$ cat config.mk
export PLATFORM = sky130hd
export DESIGN_NAME = multicycle_ctrl
export DESIGN_NICKNAME = d
export VERILOG_FILES = /design/src/rtl/multicycle_ctrl.sv
export SDC_FILE = /design/constraint.sdc
export NUM_CORES = 1
export LEC_CHECK = 0
export BUFFER_PORTS_ARGS = -buffer_cell sky130_fd_sc_hd__buf_2
export CORE_MARGIN = 5
export CORE_UTILIZATION = 55
export DETAILED_ROUTE_END_ITERATION = 16
export PLACE_DENSITY_LB_ADDON = 0.1
export SETUP_SLACK_MARGIN = 0.1
export SLEW_MARGIN = 20
export SYNTH_ARGS = -nofsm -noshare
export SYNTH_HDL_FRONTEND = slang
export SYNTH_SLANG_ARGS = --single-unit
$ cat constraint.sdc
create_clock -name clk_i -period 5.85 [get_ports clk_i]
set_clock_uncertainty 0.2 [all_clocks]
set_input_delay 1.17 -clock clk_i [delete_from_list [all_inputs] [get_ports clk_i]]
set_output_delay 1.17 -clock clk_i [all_outputs]
set_load 0.005 [all_outputs]
$ cat src/rtl/multicycle_ctrl.sv
// Main control FSM of the multi-cycle MIPS-subset CPU: sequences the shared ALU,
// the unified memory and the register file, resolves branches, counts retired instructions.
module multicycle_ctrl #(
    parameter int CNT_W = 32
) (
    input  logic             clk_i,
    input  logic             rst_i,
    input  logic [5:0]       opcode_i,
    input  logic [5:0]       funct_i,
    input  logic             zero_i,
    input  logic             mem_ready_i,
    output logic             pc_write_o,
    output logic             iord_o,
    output logic             mem_read_o,
    output logic             mem_write_o,
    output logic             ir_write_o,
    output logic             reg_write_o,
    output logic [1:0]       reg_dst_o,
    output logic [1:0]       mem_to_reg_o,
    output logic             alu_src_a_o,
    output logic [1:0]       alu_src_b_o,
    output logic [1:0]       pc_source_o,
    output logic [3:0]       alu_op_o,
    output logic [3:0]       state_o,
    output logic             halt_o,
    output logic [CNT_W-1:0] retire_cnt_o
);

    localparam logic [3:0] S_IF     = 4'd0;
    localparam logic [3:0] S_ID     = 4'd1;
    localparam logic [3:0] S_EX_R   = 4'd2;
    localparam logic [3:0] S_EX_I   = 4'd3;
    localparam logic [3:0] S_MA     = 4'd4;
    localparam logic [3:0] S_MR     = 4'd5;
    localparam logic [3:0] S_MW     = 4'd6;
    localparam logic [3:0] S_WB_ALU = 4'd7;
    localparam logic [3:0] S_WB_MEM = 4'd8;
    localparam logic [3:0] S_BR     = 4'd9;
    localparam logic [3:0] S_JMP    = 4'd10;
    localparam logic [3:0] S_HALT   = 4'd11;

    localparam logic [3:0] ALU_R_TYPE = 4'd0;
    localparam logic [3:0] ALU_ADDI   = 4'd1;
    localparam logic [3:0] ALU_SLTIU  = 4'd2;
    localparam logic [3:0] ALU_BEQ    = 4'd3;
    localparam logic [3:0] ALU_LUI    = 4'd4;
    localparam logic [3:0] ALU_ORI    = 4'd5;
    localparam logic [3:0] ALU_BNE    = 4'd6;

    logic [3:0]       state_q, state_d;
    logic             halt_q;
    logic [CNT_W-1:0] cnt_q;
    logic             retire;

    logic       is_rtype, r_ok, is_jr, is_itype, is_lw, is_sw, is_beq, is_bne, is_j, is_jal;
    logic [3:0] i_alu_op;

    assign is_rtype = (opcode_i == 6'h00);
    assign is_itype = opcode_i inside {6'h08, 6'h0B, 6'h0F, 6'h0D};
    assign is_lw    = (opcode_i == 6'h23);
    assign is_sw    = (opcode_i == 6'h2B);
    assign is_beq   = (opcode_i == 6'h04);
    assign is_bne   = (opcode_i == 6'h05);
    assign is_j     = (opcode_i == 6'h02);
    assign is_jal   = (opcode_i == 6'h03);

    always_comb begin
        r_ok  = 1'b0;
        is_jr = 1'b0;
        if (is_rtype) begin
            case (funct_i)
                6'h21, 6'h23, 6'h24, 6'h25, 6'h2A, 6'h03, 6'h07: r_ok = 1'b1;
                6'h08:                                           is_jr = 1'b1;
                default:                                         ;
            endcase
        end
    end

    always_comb begin
        case (opcode_i)
            6'h0B:   i_alu_op = ALU_SLTIU;
            6'h0F:   i_alu_op = ALU_LUI;
            6'h0D:   i_alu_op = ALU_ORI;
            default: i_alu_op = ALU_ADDI;
        endcase
    end

    // Retirement is flagged on the final cycle of each instruction so the count bumps on the exiting edge.
    always_comb begin
        state_d = state_q;
        retire  = 1'b0;
        case (state_q)
            S_IF:     if (mem_ready_i) state_d = S_ID;
            S_ID: begin
                if (r_ok)                          state_d = S_EX_R;
                else if (is_jr || is_j || is_jal)  state_d = S_JMP;
                else if (is_itype)                 state_d = S_EX_I;
                else if (is_lw || is_sw)           state_d = S_MA;
                else if (is_beq || is_bne)         state_d = S_BR;
                else                               state_d = S_HALT;
            end
            S_EX_R, S_EX_I: state_d = S_WB_ALU;
            S_MA:     state_d = is_lw ? S_MR : S_MW;
            S_MR:     if (mem_ready_i) state_d = S_WB_MEM;
            S_MW: begin
                if (mem_ready_i) begin
                    retire  = 1'b1;
                    state_d = S_IF;
                end
            end
            S_WB_ALU, S_WB_MEM, S_BR, S_JMP: begin
                retire  = 1'b1;
                state_d = S_IF;
            end
            S_HALT:   state_d = S_HALT;
            default:  state_d = S_IF;
        endcase
    end

    always_ff @(posedge clk_i or negedge rst_i) begin
        if (!rst_i) begin
            state_q <= S_IF;
            halt_q  <= 1'b0;
            cnt_q   <= '0;
        end else begin
            state_q <= state_d;
            if (state_d == S_HALT) halt_q <= 1'b1;
            if (retire) cnt_q <= cnt_q + CNT_W'(1);
        end
    end

    // Everything is forced low while reset is held so no write can slip out mid-instruction.
    always_comb begin
        pc_write_o   = 1'b0;
        iord_o       = 1'b0;
        mem_read_o   = 1'b0;
        mem_write_o  = 1'b0;
        ir_write_o   = 1'b0;
        reg_write_o  = 1'b0;
        reg_dst_o    = 2'd0;
        mem_to_reg_o = 2'd0;
        alu_src_a_o  = 1'b0;
        alu_src_b_o  = 2'd0;
        pc_source_o  = 2'd0;
        alu_op_o     = ALU_R_TYPE;
        if (rst_i) begin
            case (state_q)
                S_IF: begin
                    mem_read_o  = 1'b1;
                    alu_src_b_o = 2'd1;
                    alu_op_o    = ALU_ADDI;
                    ir_write_o  = mem_ready_i;
                    pc_write_o  = mem_ready_i;
                end
                S_ID: begin
                    alu_src_b_o = 2'd3;
                    alu_op_o    = ALU_ADDI;
                end
                S_EX_R: alu_src_a_o = 1'b1;
                S_EX_I: begin
                    alu_src_a_o = 1'b1;
                    alu_src_b_o = 2'd2;
                    alu_op_o    = i_alu_op;
                end
                S_WB_ALU: begin
                    reg_write_o = 1'b1;
                    alu_src_a_o = 1'b1;
                    if (is_rtype) begin
                        reg_dst_o = 2'd1;
                    end else begin
                        alu_src_b_o = 2'd2;
                        alu_op_o    = i_alu_op;
                    end
                end
                S_MA: begin
                    alu_src_a_o = 1'b1;
                    alu_src_b_o = 2'd2;
                    alu_op_o    = ALU_ADDI;
                end
                S_MR: begin
                    mem_read_o = 1'b1;
                    iord_o     = 1'b1;
                end
                S_MW: begin
                    mem_write_o = 1'b1;
                    iord_o      = 1'b1;
                end
                S_WB_MEM: begin
                    reg_write_o  = 1'b1;
                    mem_to_reg_o = 2'd1;
                end
                S_BR: begin
                    alu_src_a_o = 1'b1;
                    pc_source_o = 2'd1;
                    alu_op_o    = is_bne ? ALU_BNE : ALU_BEQ;
                    pc_write_o  = (is_beq & zero_i) | (is_bne & ~zero_i);
                end
                S_JMP: begin
                    pc_write_o  = 1'b1;
                    pc_source_o = is_jr ? 2'd3 : 2'd2;
                    if (is_jal) begin
                        reg_write_o  = 1'b1;
                        reg_dst_o    = 2'd2;
                        mem_to_reg_o = 2'd2;
                    end
                end
                default: ;
            endcase
        end
    end

    assign state_o      = state_q;
    assign halt_o       = halt_q;
    assign retire_cnt_o = cnt_q;

endmodule

==> results.ini <==
[status]
status=finished, final reports clean

[floorplanning]
initial_core_util_pct=56.80
dieArea_um2=5517
die_w_um=74.28
rows=23
ios=72
dieHeight_um=74.28
fp.coreArea_um2=4000

[setup_path]
cpLargestDelayFamily=simple AND/OR/NAND/NOR gates
cp.required_ns=4.48
worst_setup_path_end_kind=output pin
critPathKind=in -> out
slowest_stage=or4_1
path_buf_inv=3
crit_fanout=7
slowest_delay_ns=0.59
cp-start-kind=input pin
arrival_ns=2.90
crit_path_cell_trace=buf_2 -> or4_1 -> nor3_2 -> inv_1 -> or3_1 -> a21oi_1 -> buf_2
crit_top_cell=buf_2

[logic_synthesis]
synth_top_area_share_pct=40.75
post_synth_mux_area_share_pct=0
synth_seq_cells=37
synthAdderAreaFrac_pct=0.5507
synth_commonest_cells=dfrtp_1 (37), nand2_1 (35), nor2_1 (27)
yosysTopAreaCell=dfrtp_1
synth_warnings=0
syn_nets=276
synth_area_leaders=dfrtp_1 (41%), xnor2_1 (6.6%), xor2_1 (6.2%)
synth-compound-area-share_pct=12.17
yosys.area_share.simple_pct=29.74
synth_top_family_by_area=simple AND/OR/NAND/NOR gates
synth_area_per_cell_um2=8.773
yosysUniqueCellTypes=51
ys_seq_area_share_pct=40.75
synth_edf_count=0
synth_most_common_cell=dfrtp_1
synth_xor_area_share_pct=12.72
synthesis.area_um2=2272
ys_async_sr_fraction_pct=100.0
synth_ff_type=dfrtp_1
syn_inst=259

[finish]
area_delta_synth_final_pct=20.87
finalInstanceArea_um2=2746
utilization_pct=68.66
stdcell_count=378
multi_input_area_um2=1257
fillCellCount=353
regArea_um2=925.9
diodes=0
nets=344
layout-drive-gt1-share_pct=26.83

[cts]
clockRootBuffer=clkbuf_8
numCtsBuffers=5
htreeDepth=2
clk_latency_ns=0.29
cts_sinks=37
cts_tree=yes
cts_setup_buffers=0
cts_resized=0
clockBufferDepth=2
clk_pin_slew_worst_paths_ns=0.06
ctsHoldBuffers=0

[sta]
hold_viol=0
whs_ns=0.2631
tns_ns=0
setup_viol=0
max_clock_freq_ghz=0.2342
drv_slew=0
slew_headroom_pct=59.82
setup_slack_ns=1.580
rsz0062_at_grt=no
worst_pin_slew_ns=0.6026
finalCritPeriodShare_pct=72.99
period_needed_ns=4.270

[run]
maxCapViolations=0

[global_routing]
antenna_found_initial=0
grt_pass1_wl_mm=9.335
grt_pass1_vias=1988
grt_use_total_pct=22.16
grt_overflow=0
grt_max_degree=27

[routing]
drc=0
dr.pass1.iters=5
viasPerCell=5.751
wl_mm=5.715
detail-route-antenna-nets=0
wl_per_cell_um=15.12
drtIter0Drc=164
vias=2174

[power_and_ir_drop]
power.leakage_nw=1.392
power_density_nw_per_um2=329.0
max-vdd-ir-drop_v=0.0002110
p_total_mw=0.9036

[place]
dpl.hpwl_mm=4.161
placed_cell_area_um2=2645
io_buffers=70
gp_congestion=0.8830
post-place-ws_ns=1.608
place_inst=370

[min_path]
hp-class=reg -> reg

per-layer routing:
layer / routed length [um] / up-vias / global-route usage [%]
met4: 66 / 0 / 9.091
met2: 2697 / 89 / 34.55
met1: 2471 / 1031 / 30.28
li1: - / 1047 / -
met3: 479 / 7 / 4.595
met5: 0 / - / 0
cells by family after synthesis:
logic type,count (synthesis)
buffers and inverters,21
other,1
adder cells (fa/ha/maj),1
AND/OR/NAND/NOR,127
AO/OA/AOI/OAI,39
XOR/XNOR,33
flip-flops,37
placed cells by master (no fill, tap or decap), types with 4 or more instances in the layout:
cell       n
a21oi_1   10
xnor2_1   17
xor2_1    16
nand4_1    7
nand3_1   11
o21ai_0    6
and3_1     5
nand2_1   35
nor2_1    27
nor2b_1    4
inv_1     11
buf_2     70
nor3_1    12
dfrtp_1   37
clkbuf_8   7
sequential cells by signal (all words and copies together) (netlist names):
signal        count
halt_o            1
retire_cnt_o     32
state_o           4
final cells by class:
cell class	count	share of cell area, %
Timing Repair Buffer	71	13.03
Clock inverter	1	0.1822
Inverter	11	1.503
Tap cell	50	2.278
Multi-Input combinational cell	201	45.79
Sequential cell	37	33.71
Clock buffer	7	3.508
path summary, 6_finish.rpt:
| kind | endpoint | cells after the start | from | slack [ns] |
|---|---|---|---|---|
| worst max register to register | retire_cnt_o[20] | 5 | state_o[3] | 3.20 |
| max in group asynchronous | state_o[2] | 2 | rst_i | 4.17 |
| worst min register to register | halt_o | 1 | halt_o | 0.26 |
| worst min-delay path | halt_o | 1 | halt_o | 0.26 |
| min in group asynchronous | retire_cnt_o[3] | 1 | rst_i | 0.60 |
| worst max-delay path | pc_source_o[0] | 7 | opcode_i[3] | 1.58 |
report_power, final:
part           switching (mW)  total, mW  internal [mW]
clock                  0.0893      0.196          0.106
combinational           0.185      0.332          0.147
sequential             0.0865      0.376          0.289
total                   0.361      0.904          0.543
Note: power is estimated with default switching activity, not from simulation.
